--- config.mk ---
export PLATFORM = sky130hd
export DESIGN_NAME = pipe_if_stage
export DESIGN_NICKNAME = d
export VERILOG_FILES = /design/src/rtl/pipe_if_stage.sv
export SDC_FILE = /design/constraint.sdc
export NUM_CORES = 1
export LEC_CHECK = 0
export BUFFER_PORTS_ARGS = -buffer_cell sky130_fd_sc_hd__buf_4
export CAP_MARGIN = 30
export CORE_MARGIN = 1.5
export CORE_UTILIZATION = 35
export CTS_BUF_LIST = sky130_fd_sc_hd__clkbuf_8 sky130_fd_sc_hd__clkbuf_16
export DETAILED_ROUTE_END_ITERATION = 7
export SYNTH_ARGS = -nofsm -noshare
export SYNTH_HDL_FRONTEND = slang
export SYNTH_SLANG_ARGS = --single-unit
--- constraint.sdc ---
create_clock -name clock -period 2 [get_ports clock]
set_input_delay 0.3 -clock clock [delete_from_list [all_inputs] [get_ports clock]]
set_output_delay 0.3 -clock clock [all_outputs]
set_load 0.005 [all_outputs]
--- src/rtl/pipe_if_stage.sv ---
// Instruction-fetch stage with IF/ID register: owns the PC, fetches over a req/ack
// handshake with wait states, applies ID redirects/stalls. Optional: PIPE_IF_MISALIGN_EN.
module pipe_if_stage #(
  parameter logic [31:0] RESET_PC = 32'h0000_0000
) (
  input  logic        clock,
  input  logic        reset,
  input  logic [1:0]  pcsource,
  input  logic [31:0] bpc,
  input  logic [31:0] rpc,
  input  logic [31:0] jpc,
  input  logic        wpcir,
  input  logic [31:0] imem_rdata,
  input  logic        imem_ack,
  output logic        imem_req,
  output logic [31:0] imem_addr,
  output logic [31:0] d_inst,
  output logic [31:0] d_pc4,
  output logic        d_valid,
  output logic        if_misalign
);

  localparam int unsigned XLEN = 32;

  typedef enum logic [1:0] {
    S_FETCH = 2'd0,
    S_HOLD  = 2'd1,
    S_DRAIN = 2'd2
  } state_e;

  state_e            state_q, state_d;
  logic [XLEN-1:0]   pc_q, pc_d;
  logic [XLEN-1:0]   buf_q, buf_d;
  logic [XLEN-1:0]   rtgt_q, rtgt_d;
  logic [XLEN-1:0]   d_inst_q, d_inst_d;
  logic [XLEN-1:0]   d_pc4_q, d_pc4_d;
  logic              d_valid_q, d_valid_d;
  logic              req_q, req_d;
  logic              mis_q, mis_d;

  logic [XLEN-1:0]   pc4;
  logic [XLEN-1:0]   target_raw;
  logic [XLEN-1:0]   target;
  logic              redirect;

  // Next-state, PC, and IF/ID update; a redirect always bubbles the IF/ID register.
  always_comb begin
    state_d   = state_q;
    pc_d      = pc_q;
    buf_d     = buf_q;
    rtgt_d    = rtgt_q;
    d_inst_d  = d_inst_q;
    d_pc4_d   = d_pc4_q;
    d_valid_d = d_valid_q;
    mis_d     = mis_q;

    pc4      = pc_q + XLEN'(4);
    redirect = d_valid_q & wpcir & (pcsource != 2'b00);
    case (pcsource)
      2'b01:   target_raw = bpc;
      2'b10:   target_raw = rpc;
      2'b11:   target_raw = jpc;
      default: target_raw = pc4;
    endcase
    target = target_raw & ~XLEN'(3);

    case (state_q)
      S_FETCH: begin
        if (redirect) begin
          d_inst_d = '0; d_pc4_d = '0; d_valid_d = 1'b0;
          if (imem_ack) begin
            pc_d = target;
          end else begin
            rtgt_d  = target;
            state_d = S_DRAIN;
          end
        end else if (imem_ack && wpcir) begin
          d_inst_d = imem_rdata; d_pc4_d = pc4; d_valid_d = 1'b1;
          pc_d     = pc4;
        end else if (imem_ack) begin
          buf_d   = imem_rdata;
          state_d = S_HOLD;
        end else if (wpcir) begin
          d_inst_d = '0; d_pc4_d = '0; d_valid_d = 1'b0;
        end
      end
      S_HOLD: begin
        if (redirect) begin
          d_inst_d = '0; d_pc4_d = '0; d_valid_d = 1'b0;
          pc_d     = target;
          state_d  = S_FETCH;
        end else if (wpcir) begin
          d_inst_d = buf_q; d_pc4_d = pc4; d_valid_d = 1'b1;
          pc_d     = pc4;
          state_d  = S_FETCH;
        end
      end
      S_DRAIN: begin
        // In-flight word at the old PC is dropped; the saved target takes over on ack.
        if (wpcir) begin
          d_inst_d = '0; d_pc4_d = '0; d_valid_d = 1'b0;
        end
        if (imem_ack) begin
          pc_d    = rtgt_q;
          state_d = S_FETCH;
        end
      end
      default: state_d = S_FETCH;
    endcase

`ifdef PIPE_IF_MISALIGN_EN
    if (redirect && (target_raw[1:0] != 2'b00)) mis_d = 1'b1;
`else
    mis_d = 1'b0;
`endif

    req_d = (state_d != S_HOLD);
  end

  always_ff @(posedge clock) begin
    if (reset) begin
      state_q   <= S_FETCH;
      pc_q      <= RESET_PC;
      buf_q     <= '0;
      rtgt_q    <= '0;
      d_inst_q  <= '0;
      d_pc4_q   <= '0;
      d_valid_q <= 1'b0;
      req_q     <= 1'b1;
      mis_q     <= 1'b0;
    end else begin
      state_q   <= state_d;
      pc_q      <= pc_d;
      buf_q     <= buf_d;
      rtgt_q    <= rtgt_d;
      d_inst_q  <= d_inst_d;
      d_pc4_q   <= d_pc4_d;
      d_valid_q <= d_valid_d;
      req_q     <= req_d;
      mis_q     <= mis_d;
    end
  end

  assign imem_req    = req_q;
  assign imem_addr   = pc_q;
  assign d_inst      = d_inst_q;
  assign d_pc4       = d_pc4_q;
  assign d_valid     = d_valid_q;
  assign if_misalign = mis_q;

endmodule

* Word level (Yosys, flattened, before mapping) *
Cells that the tools add are included.

operators by class
  $add $sub $neg = 1
  multipliers = 0
  divide/modulo/power cells = 0
  $lt $le $gt $ge = 0
  equality and inequality tests = 11
  shift operators = 0
  multiplexer cells = 36
  bitwise operators = 5
  reductions and logical operators = 8

operator list
  cell                                                                   count
  32-bit 2-to-1 mux                                                      17
  32-bit case mux with 3 select lines                                    4
  32-bit by 3-bit adder with 32-bit output, second input constant        1
  2-bit 2-to-1 mux                                                       7
  3-bit != test, second input constant                                   3
  2-bit equality test, second input constant                             3
  1-bit 2-to-1 mux                                                       6
  2-bit case mux with 3 select lines                                     1
  3-bit AND reduction                                                    2
  5-bit AND reduction                                                    1
  2-bit by 1-bit equality test with 1-bit output, second input constant  2
  4-bit != test, second input constant                                   1
  4-bit AND reduction                                                    1
  1-bit inverter                                                         3
  1-bit case mux with 3 select lines                                     1
  3-bit nonzero test                                                     1
  1-bit AND                                                              2
  2-bit zero test                                                        1
  2-bit by 1-bit != test with 1-bit output, second input constant        1
  2-bit != test, second input constant                                   1
  2-bit nonzero test                                                     1
  1-bit logical AND                                                      1

word-level totals
  flip-flop bits (word level) = 162
  latch bits = 0
  RAM bits = 0
  bits in read-only memories = 0
  input port bits = 134
  output and inout bits = 99
  memories kept = 0

* Depth between registers and ports, before layout *
  depth in word-level cells = 5
  mapped depth = 10
  mapped depth without buffers = 7

* Least setup slack after synthesis *
OpenSTA, ideal clock, no wires.

  path kind = reg-to-reg
  from = register state_q[0]
  to = register pc_q[23] (netlist: imem_addr[23])
  setup time = 0.074 ns
  data arrival time = 2.147 ns
  required time = 1.926 ns
  setup slack = -0.221 ns
  cell stages (with the launch flop) = 8
  buffers on the path = 1
  clock period less this slack = 2.221 ns
  cell sequence = dfxtp_1 -> inv_1 -> ha_1 -> clkbuf_1 -> o221ai_1 -> nor2_1 -> or4b_1 -> a31oi_1

on the way
  longest elaborated chain between the ends = 3
  elaborated cells between the ends (all ways) = 10
  classes of those cells = 6 x eq/ne; 1 x mux; 3 x reduce/logical

ends and longest elaborated chain
  what                                                                    line  RTL
  from (decl)                                                             31    state_e state_q, state_d;
  from (signal assigned)                                                  132   state_q <= state_d;
  2-bit by 1-bit equality test with 1-bit output (tied with other cells)  67    case (state_q)
  3-bit != test (no source line) (tied with other cells)                  --
  5-bit AND reduction (no source line)                                    --
  to (signal assigned)                                                    133   pc_q <= pc_d;
  to (decl)                                                               32    logic [XLEN-1:0] pc_q, pc_d;

Parallel ways exist; a longest one is shown, timed or not.
A chain may end at the register's enable or synchronous reset.

* Final worst setup path *
  from = register pc_q[2] (netlist: imem_addr[2])
  to = register d_pc4_q[28] (netlist: d_pc4[28])

on the way
  longest elaborated chain between the ends = 4
  elaborated cells between the ends (all ways) = 6
  classes of those cells = 1 x add/sub; 5 x mux

ends and longest elaborated chain
  what                                          line    RTL
  32-bit by 3-bit adder with 32-bit output (*)  57      pc4 = pc_q + XLEN'(4);
  32-bit 2-to-1 mux (on tied branches)          92, 77
  32-bit 2-to-1 mux (on tied branches)          88, 69
  32-bit case mux with 3 select lines (*)       67
  to (signal assigned)                          137     d_pc4_q <= d_pc4_d;
  to (decl)                                     36      logic [XLEN-1:0] d_pc4_q, d_pc4_d;

Every way passes the cells marked *; elsewhere a longest branch is shown, timed or not. The select of a mux whose other input is x is not followed.

==> impl_results.md <==
* Cell area after layout at 12300 µm²
* DRT antenna net count at 0
* Critical path required time at 2.30 ns
* Initial cell density of the core at 0.354
* # IOs at 233
* Most frequent cell after synthesis: a21oi_1
* Clock share of power at 0.394
* Fillers at 2430
* Max_cap viols at 0
* Fmax achieved at 509 MHz
* Crit path capture type: flip-flop
* Critical-path cell list: ha_2 -> inv_1 -> buf_4 -> nor4_2 -> buf_4 -> and3_1 -> xnor2_1 -> o21ai_0
* Count of warnings emitted by yosys at 0
* Routability cong. at 0.860
* Leakage power at 4.88 nW
* Endpoints failing hold at 0
* Switching share of power at 0.295
* Avg WL per Cell at 18.4 µm
* Switching power at 2.60 mW
* CP arrival at 2.27 ns
* Row count at 58
* CTS sink cnt at 160
* CP bufs+invs at 3
* First drt pass iteration count at 5
* Vias after detailed routing at 9792
* Post-Route Setup TNS at 0 ns
* Worst IR Drop VDD at 0.516 mV
* Met2 wire length at 14600 µm
* Share of the synthesized area in the top cell type at 0.362
* Final core occ at 0.493
* Worst Hold Depth at 3
* Startpoint Class: flip-flop
* Status: complete, no violations
* Final worst path period share at 0.983
* Htree depth at 4
* Internal power at 6.23 mW
* Placed Cells incl. Taps at 1726
* FF-to-FF path depth at 8
* Most frequently used flop master after synthesis: dfxtp_1
* Layout Cells excl Fill at 1760
* Tightest Pin Transition at 0.578 ns
* Hold/Removal Path Class: in2reg
* Residual overflow from global routing at 0
* Die Span Y at 162 µm
* Synth top area cells: dfxtp_1 (36%), a21oi_1 (10%), nand2_1 (6.5%)
* Fraction of layout instances using a drive strength above 1 at 0.309
* Final Critical Period at 1.97 ns
* Crit path max-delay cell type: dfxtp_1
* Ant diodes at 0
* Ys async rst share at 0
* Placed inst area at 11600 µm²
* Syn Area/Cell at 7.67 µm²
* Netlist cell types at 68
* Comb pwr share at 0.211
* CP Class: reg2reg
* Worst-path fanout max at 10
* Critical path's top delay family: simple AND/OR/NAND/NOR gates
* First-pass GRT wire length at 50600 µm
* Worst path max stage delay at 0.34 ns
* Endpoints failing setup at 0
* FF+latch count, synth at 160
* Area grow syn2layout at 39.5%
* Number of synthesized flops with an enable pin at 0
* Setup Skew at 0.0117 ns
* DRT iter0 DRCs at 950
* Die Width at 162 µm
* Routed metal-1 wire length at 14900 µm
* Leading area contributor after synthesis: dfxtp_1
* Rel. slew slack at 0.610
* PortBufs at 223
* Nets at 1557
* Synthesized area at 8850 µm²
* Post-synth top cells: a21oi_1 (183), dfxtp_1 (160), nand2_1 (154), clkbuf_1 (91), o21ai_0 (79)
* DR DRC count at 0
* Core Region at 25000 µm²
* Number of global-route vias before repair at 9106
* Routed WL at 32300 µm
* Worst-case clock buffer depth at 2
* DP HPWL at 23100 µm
* Largest net degree at the start of global routing at 41
* Die area at 26300 µm²
* PnR Total Power at 8.83 mW
* Highest metal used: met4
* Root Driver: clkbuf_16
* Sequential share of power at 0.395
* Pwr/cell area at 715 nW/µm²
* Worst path most repeated cell: buf_4
* Cells after Synth at 1154
* Detail Route met3 WL at 2120 µm
* Vias per cell at 5.56
* TritonCTS buffer count at 17
* Clk Latency, worst-skew pair at 0.43 ns
* Total global routing track utilization at 0.243
* Initial antenna violation count at 0
* Slew Limit Fails at 0
* Clock Pin Slew Worst Setup and Hold Paths at 0.07 ns
* WP depth at 8
* CTS tree: done
* Sequential fraction of the synthesis area at 0.362
[metrics by stage]
stage | worst slack, ns | hold WS (ns)
CTS | -0.0150 | 0.110
global placement | -0.0420 | 0.442
detailed placement | -0.207 | 0.445
finish | 0.0346 | 0.126
global route | -0.0126 | 0.115
floorplan | -0.0425 | 0.432
[registers in the layout (all words and copies together) (netlist names)]
name and flops:
rtgt_q 30, d_valid 1, d_inst 32, imem_addr 30
d_pc4 32, state_q 2, imem_req 1, buf_q 32
[what timing repair did]
| action | CTS | global route |
|---|---|---|
| setup endpoints to repair | 14 | 38 |
| hold buffers | 0 | 0 |
| pin swaps | 1 | 5 |
| cloned | 0 | 0 |
| resized for setup | 7 | 23 |
| hold endpoints to repair | 0 | 0 |
| buffers inserted | 1 | 2 |
[routing by layer]
layer	track usage	vias up
li1	-	4765
met1	0.348	4608
met2	0.375	381
met3	0.0401	38
met4	0.0692	0
met5	0	-
[worst min-delay path, delay by kind of cell]
kind | cells | cell delay [ns]
buffers and inverters | 1 | 0.11
and+or+nand+nor | 1 | 0.05
AOI/OAI and AO/OA | 1 | 0.05
[cell type report]
class,count,area (µm²),share of cell area
Timing Repair Buffer,356,2770,0.224
Clock buffer,17,425,0.0344
Inverter,16,60.1,0.00486
Sequential cell,160,3210,0.260
Multi-Input combinational cell,867,5290,0.428
Clock inverter,14,190,0.0154
Tap cell,330,413,0.0334
[path summary, 6_finish.rpt]
path | start | endpoint | slack, ns
setup reg to reg | imem_addr[2] | d_pc4[28] | 0.03
setup / recovery | imem_addr[2] | d_pc4[28] | 0.03
hold reg to reg | rtgt_q[2] | rtgt_q[2] | 0.45
hold / removal | imem_rdata[8] | buf_q[8] | 0.13
[cells in the final DEF, fill, tap and decap left out, types with 13 or more instances in the layout]
| cell type | instances |
|---|---|
| o2bb2ai_1 | 20 |
| nand2_1 | 154 |
| o211ai_1 | 20 |
| mux2_2 | 19 |
| a22oi_1 | 25 |
| a32o_1 | 34 |
| o21ai_0 | 77 |
| nor2_1 | 75 |
| inv_1 | 13 |
| nand3_1 | 58 |
| nor3_1 | 15 |
| xor2_1 | 15 |
| dfxtp_1 | 158 |
| a211oi_1 | 22 |
| buf_4 | 348 |
| a21oi_1 | 182 |
| clkbuf_16 | 17 |
[logic make-up (layout without fill, tap and decap cells)]
logic type      after synthesis  in the layout  synth area share
compound gates              437            437             0.314
simple gates                364            364             0.190
flops                       160            160             0.362
buf+inv                     129            403            0.0577
mux                          32             32            0.0431
xor+xnor                     26             26            0.0257
fa+ha+maj                     5              5           0.00707
other cells                   1              3          0.000424
[power groups by stage]
stage	sequential, mW	clock (mW)	combinational (mW)
after CTS	3.48	3.53	1.82
after global routing	3.51	3.69	2.03
after floorplan	3.57	0	0.871
after detailed placement	3.56	0	1.80
after global placement	3.55	0	1.79
final	3.49	3.48	1.87
Note: power is estimated with default switching activity, not from simulation.
